===== src/rtl/dc_token_src_channel_if.sv =====
// Handshake / token bundle between the local producer, the writer half of the
// dual-clock token channel, and the far-domain reader.
// slave  : the writer block (dc_token_src_channel)
// master : whoever drives local beats and the far-side read pointer
interface dc_token_src_channel_if #(
  parameter int DATA_WIDTH   = 32,
  parameter int BUFFER_WIDTH = 8
);
  localparam int FILL_WIDTH = $clog2(BUFFER_WIDTH) + 1;

  logic                    valid_i;
  logic                    ready_o;
  logic [DATA_WIDTH-1:0]   data_i;
  logic [BUFFER_WIDTH-1:0] writetoken_o;
  logic [BUFFER_WIDTH-1:0] readpointer_i;
  logic [DATA_WIDTH-1:0]   data_async_o;
  logic [FILL_WIDTH-1:0]   fill_o;

  modport master (
    output valid_i,
    output data_i,
    output readpointer_i,
    input  ready_o,
    input  writetoken_o,
    input  data_async_o,
    input  fill_o
  );

  modport slave (
    input  valid_i,
    input  data_i,
    input  readpointer_i,
    output ready_o,
    output writetoken_o,
    output data_async_o,
    output fill_o
  );
endinterface


===== src/rtl/dc_token_src_channel.sv =====
// Writer half of a token-based dual-clock channel.
// Local beats are stored in a BUFFER_WIDTH-slot register buffer indexed by a
// Johnson-coded write token. The far reader returns a Johnson-coded read
// pointer; it is synchronized here to derive full/fill, and used raw to
// select the slot presented on data_async_o.
// Build option: DC_SRC_SYNC3_EN -> 3-flop read-pointer synchronizer
// (default 2 flops).
module dc_token_src_channel #(
  parameter int DATA_WIDTH   = 32,
  parameter int BUFFER_WIDTH = 8
) (
  input  logic                   clk_i,
  input  logic                   rst_ni,
  dc_token_src_channel_if.slave  bus
);

  localparam int BW = BUFFER_WIDTH;
  localparam int SW = $clog2(BW);
  localparam int KW = $clog2(2 * BW);
  localparam int FW = $clog2(BW) + 1;

`ifdef DC_SRC_SYNC3_EN
  localparam int SYNC_LEN = 3;
`else
  localparam int SYNC_LEN = 2;
`endif

  // Slot of a Johnson code: ones while MSB is 0, zeros once MSB is 1.
  // Any code (legal or not) maps into 0..BW-1, so the mux can never
  // address outside the buffer.
  function automatic logic [SW-1:0] f_slot(input logic [BW-1:0] tok);
    logic [KW-1:0] ones;
    ones = '0;
    for (int i = 0; i < BW; i++) begin
      ones = ones + KW'(tok[i]);
    end
    if (!tok[BW-1]) begin
      f_slot = SW'(ones);
    end else begin
      f_slot = SW'(KW'(BW) - ones);
    end
  endfunction

  // Position of a Johnson code within its 2*BW-state cycle.
  function automatic logic [KW-1:0] f_kidx(input logic [BW-1:0] tok);
    f_kidx = KW'(f_slot(tok)) + (tok[BW-1] ? KW'(BW) : KW'(0));
  endfunction

  logic [BW-1:0]         r_wtok;
  logic [BW-1:0]         r_sync [SYNC_LEN];
  logic [DATA_WIDTH-1:0] r_buf  [BW];

  logic [BW-1:0]         w_rp_sync;
  logic                  w_full;
  logic                  w_push;
  logic [SW-1:0]         w_wslot;
  logic [SW-1:0]         w_rslot;
  logic [KW-1:0]         w_kw;
  logic [KW-1:0]         w_kr;
  logic [KW:0]           w_fill;

  assign w_rp_sync = r_sync[SYNC_LEN-1];
  assign w_full    = (r_wtok == ~w_rp_sync);
  assign w_push    = bus.valid_i && !w_full;
  assign w_wslot   = f_slot(r_wtok);
  assign w_rslot   = f_slot(bus.readpointer_i);
  assign w_kw      = f_kidx(r_wtok);
  assign w_kr      = f_kidx(w_rp_sync);

  // Occupancy is the modular distance between write and synchronized read
  // positions around the 2*BW-state Johnson cycle.
  always_comb begin
    w_fill = '0;
    if (w_kw >= w_kr) begin
      w_fill = {1'b0, w_kw} - {1'b0, w_kr};
    end else begin
      w_fill = {1'b0, w_kw} + (KW+1)'(2 * BW) - {1'b0, w_kr};
    end
  end

  // Write token advances one Johnson step per accepted beat.
  always_ff @(posedge clk_i or negedge rst_ni) begin
    if (!rst_ni) begin
      r_wtok <= '0;
    end else if (w_push) begin
      r_wtok <= {r_wtok[BW-2:0], ~r_wtok[BW-1]};
    end
  end

  // Read pointer comes from the far clock domain; plain flop chain resync.
  // Johnson coding guarantees only one bit is in flight per step.
  always_ff @(posedge clk_i or negedge rst_ni) begin
    if (!rst_ni) begin
      for (int i = 0; i < SYNC_LEN; i++) begin
        r_sync[i] <= '0;
      end
    end else begin
      r_sync[0] <= bus.readpointer_i;
      for (int i = 1; i < SYNC_LEN; i++) begin
        r_sync[i] <= r_sync[i-1];
      end
    end
  end

  // Payload buffer: accepted beat lands in the slot the write token names.
  always_ff @(posedge clk_i or negedge rst_ni) begin
    if (!rst_ni) begin
      for (int i = 0; i < BW; i++) begin
        r_buf[i] <= '0;
      end
    end else if (w_push) begin
      r_buf[w_wslot] <= bus.data_i;
    end
  end

  assign bus.ready_o      = !w_full;
  assign bus.writetoken_o = r_wtok;
  assign bus.fill_o       = w_fill[FW-1:0];
  // Raw pointer on purpose: the far reader only samples a slot after it has
  // seen the token that wrote it, so the selected entry is already stable.
  assign bus.data_async_o = r_buf[w_rslot];

endmodule


===== src/flat_wrapper.sv =====
// flat-port wrapper written by rule: the top's interface ports become plain ports
module dc_token_src_channel_flat 
#(
  parameter int DATA_WIDTH   = 32,
  parameter int BUFFER_WIDTH = 8
)
  (clk_i, rst_ni, bus_valid_i, bus_data_i, bus_readpointer_i, bus_ready_o, bus_writetoken_o, bus_data_async_o, bus_fill_o);
  dc_token_src_channel_if #(.DATA_WIDTH(DATA_WIDTH), .BUFFER_WIDTH(BUFFER_WIDTH)) bus_i ();
  input  logic clk_i;
  input  logic rst_ni;
  input wire logic [$bits(bus_i.valid_i)-1:0] bus_valid_i;
  input wire logic [$bits(bus_i.data_i)-1:0] bus_data_i;
  input wire logic [$bits(bus_i.readpointer_i)-1:0] bus_readpointer_i;
  output wire logic [$bits(bus_i.ready_o)-1:0] bus_ready_o;
  output wire logic [$bits(bus_i.writetoken_o)-1:0] bus_writetoken_o;
  output wire logic [$bits(bus_i.data_async_o)-1:0] bus_data_async_o;
  output wire logic [$bits(bus_i.fill_o)-1:0] bus_fill_o;
  assign bus_i.valid_i = bus_valid_i;
  assign bus_i.data_i = bus_data_i;
  assign bus_i.readpointer_i = bus_readpointer_i;
  assign bus_ready_o = bus_i.ready_o;
  assign bus_writetoken_o = bus_i.writetoken_o;
  assign bus_data_async_o = bus_i.data_async_o;
  assign bus_fill_o = bus_i.fill_o;
  dc_token_src_channel #(.DATA_WIDTH(DATA_WIDTH), .BUFFER_WIDTH(BUFFER_WIDTH)) u_core (.clk_i(clk_i), .rst_ni(rst_ni), .bus(bus_i));
endmodule

===== config.mk =====
export PLATFORM = sky130hd
export DESIGN_NAME = dc_token_src_channel_flat
export DESIGN_NICKNAME = d
export VERILOG_FILES = /design/src/rtl/dc_token_src_channel_if.sv /design/src/rtl/dc_token_src_channel.sv /design/src/flat_wrapper.sv
export SDC_FILE = /design/constraint.sdc
export NUM_CORES = 1
export LEC_CHECK = 0
export CORE_UTILIZATION = 40
export DETAILED_ROUTE_END_ITERATION = 10
export PLACE_DENSITY = 0.67
export REMOVE_ABC_BUFFERS = 1
export SKIP_CTS_REPAIR_TIMING = 1
export SLEW_MARGIN = 20
export SYNTH_ARGS = -nofsm -noshare
export SYNTH_HDL_FRONTEND = slang
export SYNTH_SLANG_ARGS = --single-unit

===== constraint.sdc =====
create_clock -name clk_i -period 7.3 [get_ports clk_i]
set_clock_uncertainty 0.05 [all_clocks]
set_input_delay 1.46 -clock clk_i [delete_from_list [all_inputs] [get_ports clk_i]]
set_output_delay 1.46 -clock clk_i [all_outputs]
set_load 0.05 [all_outputs]

==> metrics.yaml, run 1 <==
status:
  run_status: "complete, no violations"
sta:
  worst_slew_margin_rel_pct: 33.4
  hold_ws_ps: 298
  setup_viol: 0
  worstMarginPinSlew_ps: 998
  maxSlewViolCount: 0
  fin_crit_sh_pct: 98.3
  min_period_ps: 7180
  timing.fmax_ghz: 0.139
  rsz0062_at_grt: "true"
  tns_ps: 0
  setup_slack_ps: 122
  finalHoldViolations: 0
setup_path:
  cp.depth: 15
  r2r-start: "u_core.bus.writetoken_o[0]"
  worstSetupEndpoint: "bus_data_async_o[31]"
  max_stage_delay_ps: 500
  arrival_ps: 5670
  crit_chain: "clkdlybuf4s50_1, ha_1, inv_1, fa_1, fa_1, fa_4, fa_1, ha_1, nor2_2, a21oi_4, buf_12, buf_12, mux4_2, mux2_2, buf_4"
  r2r_end: "u_core.r_buf[179]"
  worstSetupStartpoint: "bus_readpointer_i[1]"
  crit_path_start_kind: "input pin"
  critPathKind: "input pin to primary output"
  crit_path_end_kind: "primary output"
  cp_num_buf_inv: 5
  cp_common_cell: "fa_1"
  r2r_cells: 12
  critPathMaxFanout: 17
  reg2reg_slack_ps: 2370
  crit_slowest_cell: "fa_1"
  crit_family: "adder cells"
  cp.required_ps: 5790
route:
  met2_length_um: 12900
  wl_met1_um: 12800
  avgRoutedWirePerCell_um: 20.0
  detail-route-antenna-nets: 0
  drcViolationCount: 0
  first_iter_violations: 277
  highest_layer: "met4"
  first_pass_iters: 4
  wl_um: 27200
  via_per_inst: 5.11
  num_vias: 6932
  met3_length_um: 918
clock_tree:
  cts_inserted_buffers: 30
  cts_tree: "done"
  root_buffer: "clkbuf_16"
  clock-sinks: 280
  worst_skew_pair.late_latency_ps: 550
  clk_pin_slew_ps: 60
  cts_buffer_depth: 3
  h-tree-depth: 1
synthesis:
  ys_types: 35
  synth_cells: 795
  synth_top_family_by_area: "multiplexers"
  synthMuxAreaShare_pct: 37.6
  ys_warn_count: 0
  ys_seq_area_share_pct: 53.3
  ys.flop_type: "dfrtp_1"
  synth_compound_area_share_pct: 0.533
  synth_xor_area_share_pct: 1.26
  async_flop_share_pct: 100
  synth-edff-count: 0
  yosys.area_share.simple_pct: 1.16
  postSynthAreaPerCell_um2: 16.6
  synth_area_mm2: 0.0132
  synth-seq-cells: 280
  synthAdderAreaFrac_pct: 3.00
floorplanning:
  rows: 66
  io_pins: 88
  start_util_pct: 40.5
  core_area_mm2: 0.0325
  die_x_um: 183
  die_area_mm2: 0.0336
  die-height_um: 183
global_routing:
  grt_overflow: 0
  grt_max_degree: 164
  track_usage_pct: 16.7
  first_global_vias: 7517
  grt_antenna_before_repair: 0
  grt_pass1_wl_um: 43400
final_layout:
  stdcell_area_mm2: 0.0156
  diodes: 0
  fillers: 2770
  sequential_cell_area_mm2: 0.00701
  area_growth_pct: 18.4
  layout-drive-gt1-share_pct: 51.0
  multi_input_area_mm2: 0.00577
  layout.nets: 959
placement:
  hpwlAfterDp_um: 15500
  dp_slack_ps: 90.6
  gp_congestion: 0.703
  io_buffers: 87
  placed_cell_area_mm2: 0.0145
hold_path:
  hold_path_class: "register to register"
job:
  drv_cap: 0
sequential cells by signal, indices dropped and copies added, names as in the netlist:
name,cells
u_core.w_rp_sync,8
u_core.r_sync,8
u_core.r_buf,256
u_core.bus.writetoken_o,8
worst min path at each step:
stage	from	endpoint	slack, ps	cells past startpoint
3_5_place_dp	u_core.r_sync[13]	u_core.w_rp_sync[5]	280	0
2_1_floorplan	u_core.r_sync[8]	u_core.w_rp_sync[0]	280	0
3_3_place_gp	u_core.r_sync[15]	u_core.w_rp_sync[7]	280	0
5_1_grt	u_core.r_sync[13]	u_core.w_rp_sync[5]	300	0
4_1_cts	u_core.r_sync[13]	u_core.w_rp_sync[5]	300	0
6_report	u_core.r_sync[13]	u_core.w_rp_sync[5]	300	0
placed cells by master (no fill, tap or decap), types with 2 or more instances in the layout:
cell type / count
a21oi_1: 2
nand3_2: 2
or4b_2: 2
inv_1: 32
xnor2_1: 14
mux2_2: 229
buf_6: 11
nor4_1: 2
clkdlybuf4s50_1: 53
nor2_1: 5
nand2_1: 7
mux4_2: 64
dfrtp_1: 280
xnor2_2: 2
nor3_2: 2
o21ai_0: 8
clkinv_2: 3
fa_1: 12
clkbuf_8: 6
clkbuf_16: 31
xor2_1: 2
buf_12: 10
ha_1: 10
bufinv_16: 2
buf_4: 34
clkbuf_1: 10
mux2_4: 60
nand3b_1: 2
routing by layer:
layer  global-route usage [%]  up-vias
met3                     2.52       35
met4                     3.57        0
li1                         -     3107
met2                     27.2      110
met1                     23.7     3680
met5                        0        -
logic make-up (layout without fill, tap and decap cells):
family	Yosys count	after routing
xor gates and xnor gates	18	18
muxes	355	355
and+or+nand+nor	28	28
DFF	280	280
adders and majority gates	24	24
buffers and inverters	77	196
AOI/OAI and AO/OA	13	13
worst reg2reg max path, cell delays in order, from the launching register on:
cell	delay, ps
dfrtp_1	440
ha_1	310
inv_1	40
fa_1	490
fa_1	420
fa_1	390
fa_1	580
a21boi_1	120
xnor2_2	400
inv_2	130
or4b_2	640
buf_4	370
mux2_4	430
stage by stage:
step	cells	utilization, %
after global routing	1356	48.0
after CTS	1356	47.8
after floorplan	751	-
final	1356	48.0
after detailed placement	1303	44.8
after global placement	1303	44.8
layout make-up:
| cell class | instances | share of cell area (%) |
|---|---|---|
| Tap cell | 442 | 3.55 |
| Clock inverter | 6 | 0.530 |
| Inverter | 33 | 0.795 |
| Clock buffer | 47 | 5.75 |
| Multi-Input combinational cell | 438 | 37.1 |
| Sequential cell | 280 | 45.0 |
| Timing Repair Buffer | 110 | 7.30 |
Yosys cell counts (3+ instances only):
cell type,n,area share (%)
a21oi_1,3,0.11
buf_1,6,0.17
buf_12,6,0.91
buf_2,19,0.72
clkbuf_1,11,0.31
dfrtp_1,280,53
fa_1,13,2.0
ha_1,10,0.95
inv_1,32,0.91
mux2_2,229,20
mux2_4,60,6.8
mux4_2,64,11
nand2_1,7,0.20
nor2_1,6,0.17
o21ai_0,8,0.30
xnor2_1,15,1.0
Power of run 1 is left out: the tool's default activity adds up to more than one toggle a clock period on the data nets, which glitch-free logic cannot reach.
==> run 2, diff against run 1 <==
- CAP_MARGIN: not set -> 20
- PLACE_DENSITY: 0.67 -> 0.6
==> run 2 against run 1 <==
Against the previous run:
- sequential share of layout area is 0.70 points lower
- register-to-register slack worse by 100 ps
- worst setup slack better by 19 ps
- routed wire length is 4.6% higher
- non-clock buffer count is 7 higher
- critical path depth is 1 lower
- utilization is 0.76 points higher
- maximum frequency is 0.27% higher
- die area stayed put
- cell count is 0.74% higher
- critical endpoint is now bus_data_async_o[28]
- largest cell class unchanged
==> metrics.yaml, run 2 (synthesized netlist as in run 1, its figures left out) <==
status:
  run_status: "complete, no violations"  # unchanged
clock_tree:
  clk_pin_slew_ps: 50  # was 60 ps
  cts_buffer_depth: 3  # unchanged
  cts_inserted_buffers: 34  # was 30
  worst_skew_pair.late_latency_ps: 500  # was 550 ps
  h-tree-depth: 2  # was 1
  clock-sinks: 280  # unchanged
  cts_tree: "done"  # unchanged
  root_buffer: "clkbuf_16"  # unchanged
sta:
  finalHoldViolations: 0  # unchanged
  tns_ps: 0  # unchanged
  setup_slack_ps: 141  # was 122 ps
  timing.fmax_ghz: 0.140  # was 0.139 GHz
  maxSlewViolCount: 0  # unchanged
  setup_viol: 0  # unchanged
  fin_crit_sh_pct: 98.1  # was 98.3%
  worst_slew_margin_rel_pct: 37.9  # was 33.4%
  min_period_ps: 7160  # was 7180 ps
  worstMarginPinSlew_ps: 931  # was 998 ps
floorplanning:
  die-height_um: 183  # unchanged
  start_util_pct: 40.5  # unchanged
  die_x_um: 183  # unchanged
  core_area_mm2: 0.0325  # unchanged
  rows: 66  # unchanged
  io_pins: 88  # unchanged
  die_area_mm2: 0.0336  # unchanged
final_layout:
  layout_common_cells: "280 x dfrtp_1, 224 x mux2_2, 65 x mux2_4"  # was 280 x dfrtp_1, 229 x mux2_2, 64 x mux4_2
  sequential_cell_area_mm2: 0.00701  # unchanged
  utilization_pct: 48.7  # was 48.0%
  multi_input_area_mm2: 0.00579  # was 0.00577 mm²
  largest_reg_flops: 256  # unchanged
  layout-drive-gt1-share_pct: 51.6  # was 51.0%
  top_register: "u_core.r_buf"  # unchanged
  area_growth_pct: 20.2  # was 18.4%
  layout_commonest_cell: "dfrtp_1"  # unchanged
  final_cells: 1366  # was 1356
  layout.nets: 970  # was 959
  diodes: 0  # unchanged
  fillers: 2794  # was 2770
global_routing:
  grt_pass1_wl_um: 45200  # was 43400 µm
  grt_overflow: 0  # unchanged
  grt_antenna_before_repair: 1  # was 0
  first_global_vias: 7789  # was 7517
  track_usage_pct: 17.4  # was 16.7%
  grt_max_degree: 140  # was 164
placement:
  gp_congestion: 0.739  # was 0.703
  io_buffers: 87  # unchanged
  place_inst: 1300  # was 1303
  dp_slack_ps: 22.7  # was 90.6 ps
  hpwlAfterDp_um: 15100  # was 15500 µm
route:
  via_per_inst: 5.19  # was 5.11
  drcViolationCount: 0  # unchanged
  avgRoutedWirePerCell_um: 20.8  # was 20.0 µm
  first_pass_iters: 6  # was 4
  wl_um: 28400  # was 27200 µm
  first_iter_violations: 299  # was 277
  detail-route-antenna-nets: 0  # unchanged
  num_vias: 7089  # was 6932
setup_path:
  cp.required_ps: 5790  # about the same
  crit_path_start_kind: "input pin"  # unchanged
  cp_num_buf_inv: 5  # unchanged
  crit_chain: "clkdlybuf4s50_1, inv_1, fa_1, fa_1, fa_4, fa_1, ha_1, nor2_2, a21oi_4, buf_6, clkbuf_16, mux4_2, mux2_4, buf_6"  # was clkdlybuf4s50_1, ha_1, inv_1, fa_1, fa_1, fa_4, fa_1, ha_1, nor2_2, a21oi_4, buf_12, buf_12, mux4_2, mux2_2, buf_4
  critPathKind: "input pin to primary output"  # unchanged
  cp.depth: 14  # was 15
  max_stage_delay_ps: 520  # was 500 ps
  crit_slowest_cell: "fa_1"  # unchanged
  arrival_ps: 5650  # was 5670 ps
  crit_path_end_kind: "primary output"  # unchanged
  critPathMaxFanout: 6  # was 17
  r2r_cells: 12  # unchanged
  cp_common_cell: "fa_1"  # unchanged
  crit_family: "adder cells"  # unchanged
hold_path:
  worstHoldPathCells: 0  # unchanged
  hold_path_class: "register to register"  # unchanged
job:
  drv_cap: 0  # unchanged
[run 2: path summary, 6_finish.rpt]
check | startpoint | end | slack (ps)
setup / recovery | bus_readpointer_i[4] | bus_data_async_o[28] | 140
hold / removal | u_core.r_sync[15] | u_core.w_rp_sync[7] | 310
setup reg to reg | u_core.bus.writetoken_o[0] | u_core.r_buf[161] | 2270
hold reg to reg | u_core.r_sync[15] | u_core.w_rp_sync[7] | 310
max in group asynchronous | rst_ni | u_core.r_buf[52] | 4970
min in group asynchronous | rst_ni | u_core.r_buf[55] | 860
[run 2: layout make-up]
cell class                      instances  area share (%)
Sequential cell                       280            44.3
Multi-Input combinational cell        438            36.6
Timing Repair Buffer                  117            8.21
Clock buffer                           50            6.21
Tap cell                              442            3.50
Inverter                               33           0.783
Clock inverter                          6           0.388
[run 2: metal layers]
metal	wire [µm]	GRT usage [%]
met4	459	4.57
met2	13700	28.1
met3	958	3.10
met1	13300	24.1
met5	11	0
[run 2: through the flow]
stage / area (µm²) / hold WS (ps)
after floorplan: 12900 / 281
after global placement: 14500 / 283
after detailed placement: 14500 / 287
after CTS: 15500 / 303
after global routing: 15800 / 309
final: 15800 / 306
Power of run 2 is left out for the same reason.
==> run 3, diff against run 2 <==
- PLACE_DENSITY: 0.6 -> not set
- PLACE_DENSITY_LB_ADDON: not set -> 0.2
==> run 3 against run 2 <==
Against the previous run:
- die area did not move
- first-iteration DRC count rose by 4.7%
- utilization fell by 0.38 points
- register-to-register slack got worse by 50 ps
- cell count barely moved
- worst setup slack got worse by 21 ps
- global-route usage fell by 0.17 points
- routed wire length fell by 1.3%
- critical path depth rose by 1
- largest cell class unchanged
==> metrics.yaml, run 3 (synthesized netlist as in run 1, its figures left out) <==
final_layout:
  layout_commonest_cell: "dfrtp_1"  # unchanged
  layout-drive-gt1-share_pct: 52.0  # was 51.6%
  largest_reg_flops: 256  # unchanged
  layout_common_cells: "280 x dfrtp_1, 228 x mux2_2, 64 x mux4_2"  # was 280 x dfrtp_1, 224 x mux2_2, 65 x mux2_4
  area_growth_pct: 19.3  # was 20.2%
  diodes: 0  # unchanged
  top_register: "u_core.r_buf"  # unchanged
  layout.nets: 967  # was 970
setup_path:
  critPathKind: "input pin to primary output"  # unchanged
  cp.required_ps: 5790  # about the same
  arrival_ps: 5670  # was 5650 ps
  crit_path_end_kind: "primary output"  # unchanged
  critPathMaxFanout: 13  # was 6
  crit_path_start_kind: "input pin"  # unchanged
sta:
  tns_ps: 0  # unchanged
  setup_viol: 0  # unchanged
  setup_slack_ps: 120  # was 141 ps
  min_period_ps: 7180  # was 7160 ps
  finalHoldViolations: 0  # unchanged
  timing.fmax_ghz: 0.139  # was 0.140 GHz
  fin_crit_sh_pct: 98.4  # was 98.1%
  worst_slew_margin_rel_pct: 42.1  # was 37.9%
  maxSlewViolCount: 0  # unchanged
  worstMarginPinSlew_ps: 868  # was 931 ps
floorplanning:
  start_util_pct: 40.5  # unchanged
  die_x_um: 183  # unchanged
  die_area_mm2: 0.0336  # unchanged
  core_area_mm2: 0.0325  # unchanged
  die-height_um: 183  # unchanged
  io_pins: 88  # unchanged
  rows: 66  # unchanged
clock_tree:
  clock-sinks: 280  # unchanged
  worst_skew_pair.late_latency_ps: 550  # was 500 ps
  clk_pin_slew_ps: 60  # was 50 ps
  root_buffer: "clkbuf_16"  # unchanged
  cts_buffer_depth: 3  # unchanged
  cts_inserted_buffers: 31  # was 34
  cts_tree: "done"  # unchanged
  h-tree-depth: 1  # was 2
route:
  detail-route-antenna-nets: 0  # unchanged
  first_pass_iters: 4  # was 6
  drcViolationCount: 0  # unchanged
  num_vias: 6979  # was 7089
  wl_um: 28000  # was 28400 µm
  first_iter_violations: 313  # was 299
  avgRoutedWirePerCell_um: 20.5  # was 20.8 µm
  via_per_inst: 5.11  # was 5.19
placement:
  io_buffers: 87  # unchanged
  gp_congestion: 0.707  # was 0.739
  dp_slack_ps: 15.5  # was 22.7 ps
  hpwlAfterDp_um: 15100  # about the same
hold_path:
  hold_path_class: "register to register"  # unchanged
status:
  run_status: "complete, no violations"  # unchanged
global_routing:
  grt_max_degree: 155  # was 140
  grt_util_met2_pct: 28.0  # was 28.1%
  grt_busiest_layer: "met2"  # unchanged
  track_usage_pct: 17.2  # was 17.4%
  grt.met3_usage_pct: 2.62  # was 3.10%
  grt_pass1_wl_um: 44600  # was 45200 µm
  grt_antenna_before_repair: 0  # was 1
  grt_overflow: 0  # unchanged
  first_global_vias: 7594  # was 7789
  met1_usage_pct: 24.3  # was 24.1%
job:
  drv_cap: 0  # unchanged
## run 3: path summary, 6_finish.rpt
| path | startpoint | to | slack [ps] | cells after the start |
|---|---|---|---|---|
| worst max-delay path | bus_readpointer_i[2] | bus_data_async_o[7] | 120 | 15 |
| worst min-delay path | u_core.r_sync[13] | u_core.w_rp_sync[5] | 300 | 0 |
| worst max register to register | u_core.bus.writetoken_o[1] | u_core.r_buf[180] | 2220 | 12 |
| worst min register to register | u_core.r_sync[13] | u_core.w_rp_sync[5] | 300 | 0 |
| max in group asynchronous | rst_ni | u_core.r_buf[69] | 5360 | 2 |
| min in group asynchronous | rst_ni | u_core.r_buf[218] | 720 | 1 |
## run 3: critical path: stages
cell             delay, ps
clkdlybuf4s50_1        480
inv_1                   60
fa_1                   500
fa_1                   510
fa_4                   450
fa_1                   490
ha_1                   310
nor2_2                  50
a21oi_4                170
buf_4                  150
buf_12                 100
clkbuf_16              180
mux4_2                 310
mux2_2                 290
buf_6                  160
## run 3: routing by layer
layer	vias to the layer above	share of wire [%]
met3	35	3.1
met5	-	0
li1	3125	-
met2	90	48
met1	3729	48
met4	0	1.6
## run 3: layout make-up
cell class,instances,area (µm²)
Tap cell,442,553
Multi-Input combinational cell,438,5790
Sequential cell,280,7010
Inverter,33,124
Clock buffer,46,902
Timing Repair Buffer,117,1240
Clock inverter,11,87.6
Fill cell,2811,16800
## run 3: per-stage QoR
stage,cell area (µm²),std cells,utilization (%),hold WS [ps]
floorplan,12900,751,-,281
global placement,14500,1298,44.6,283
detailed placement,14500,1298,44.6,286
CTS,15500,1355,47.6,301
global route,15700,1367,48.4,306
finish,15700,1367,48.4,301
Power of run 3 is left out for the same reason.
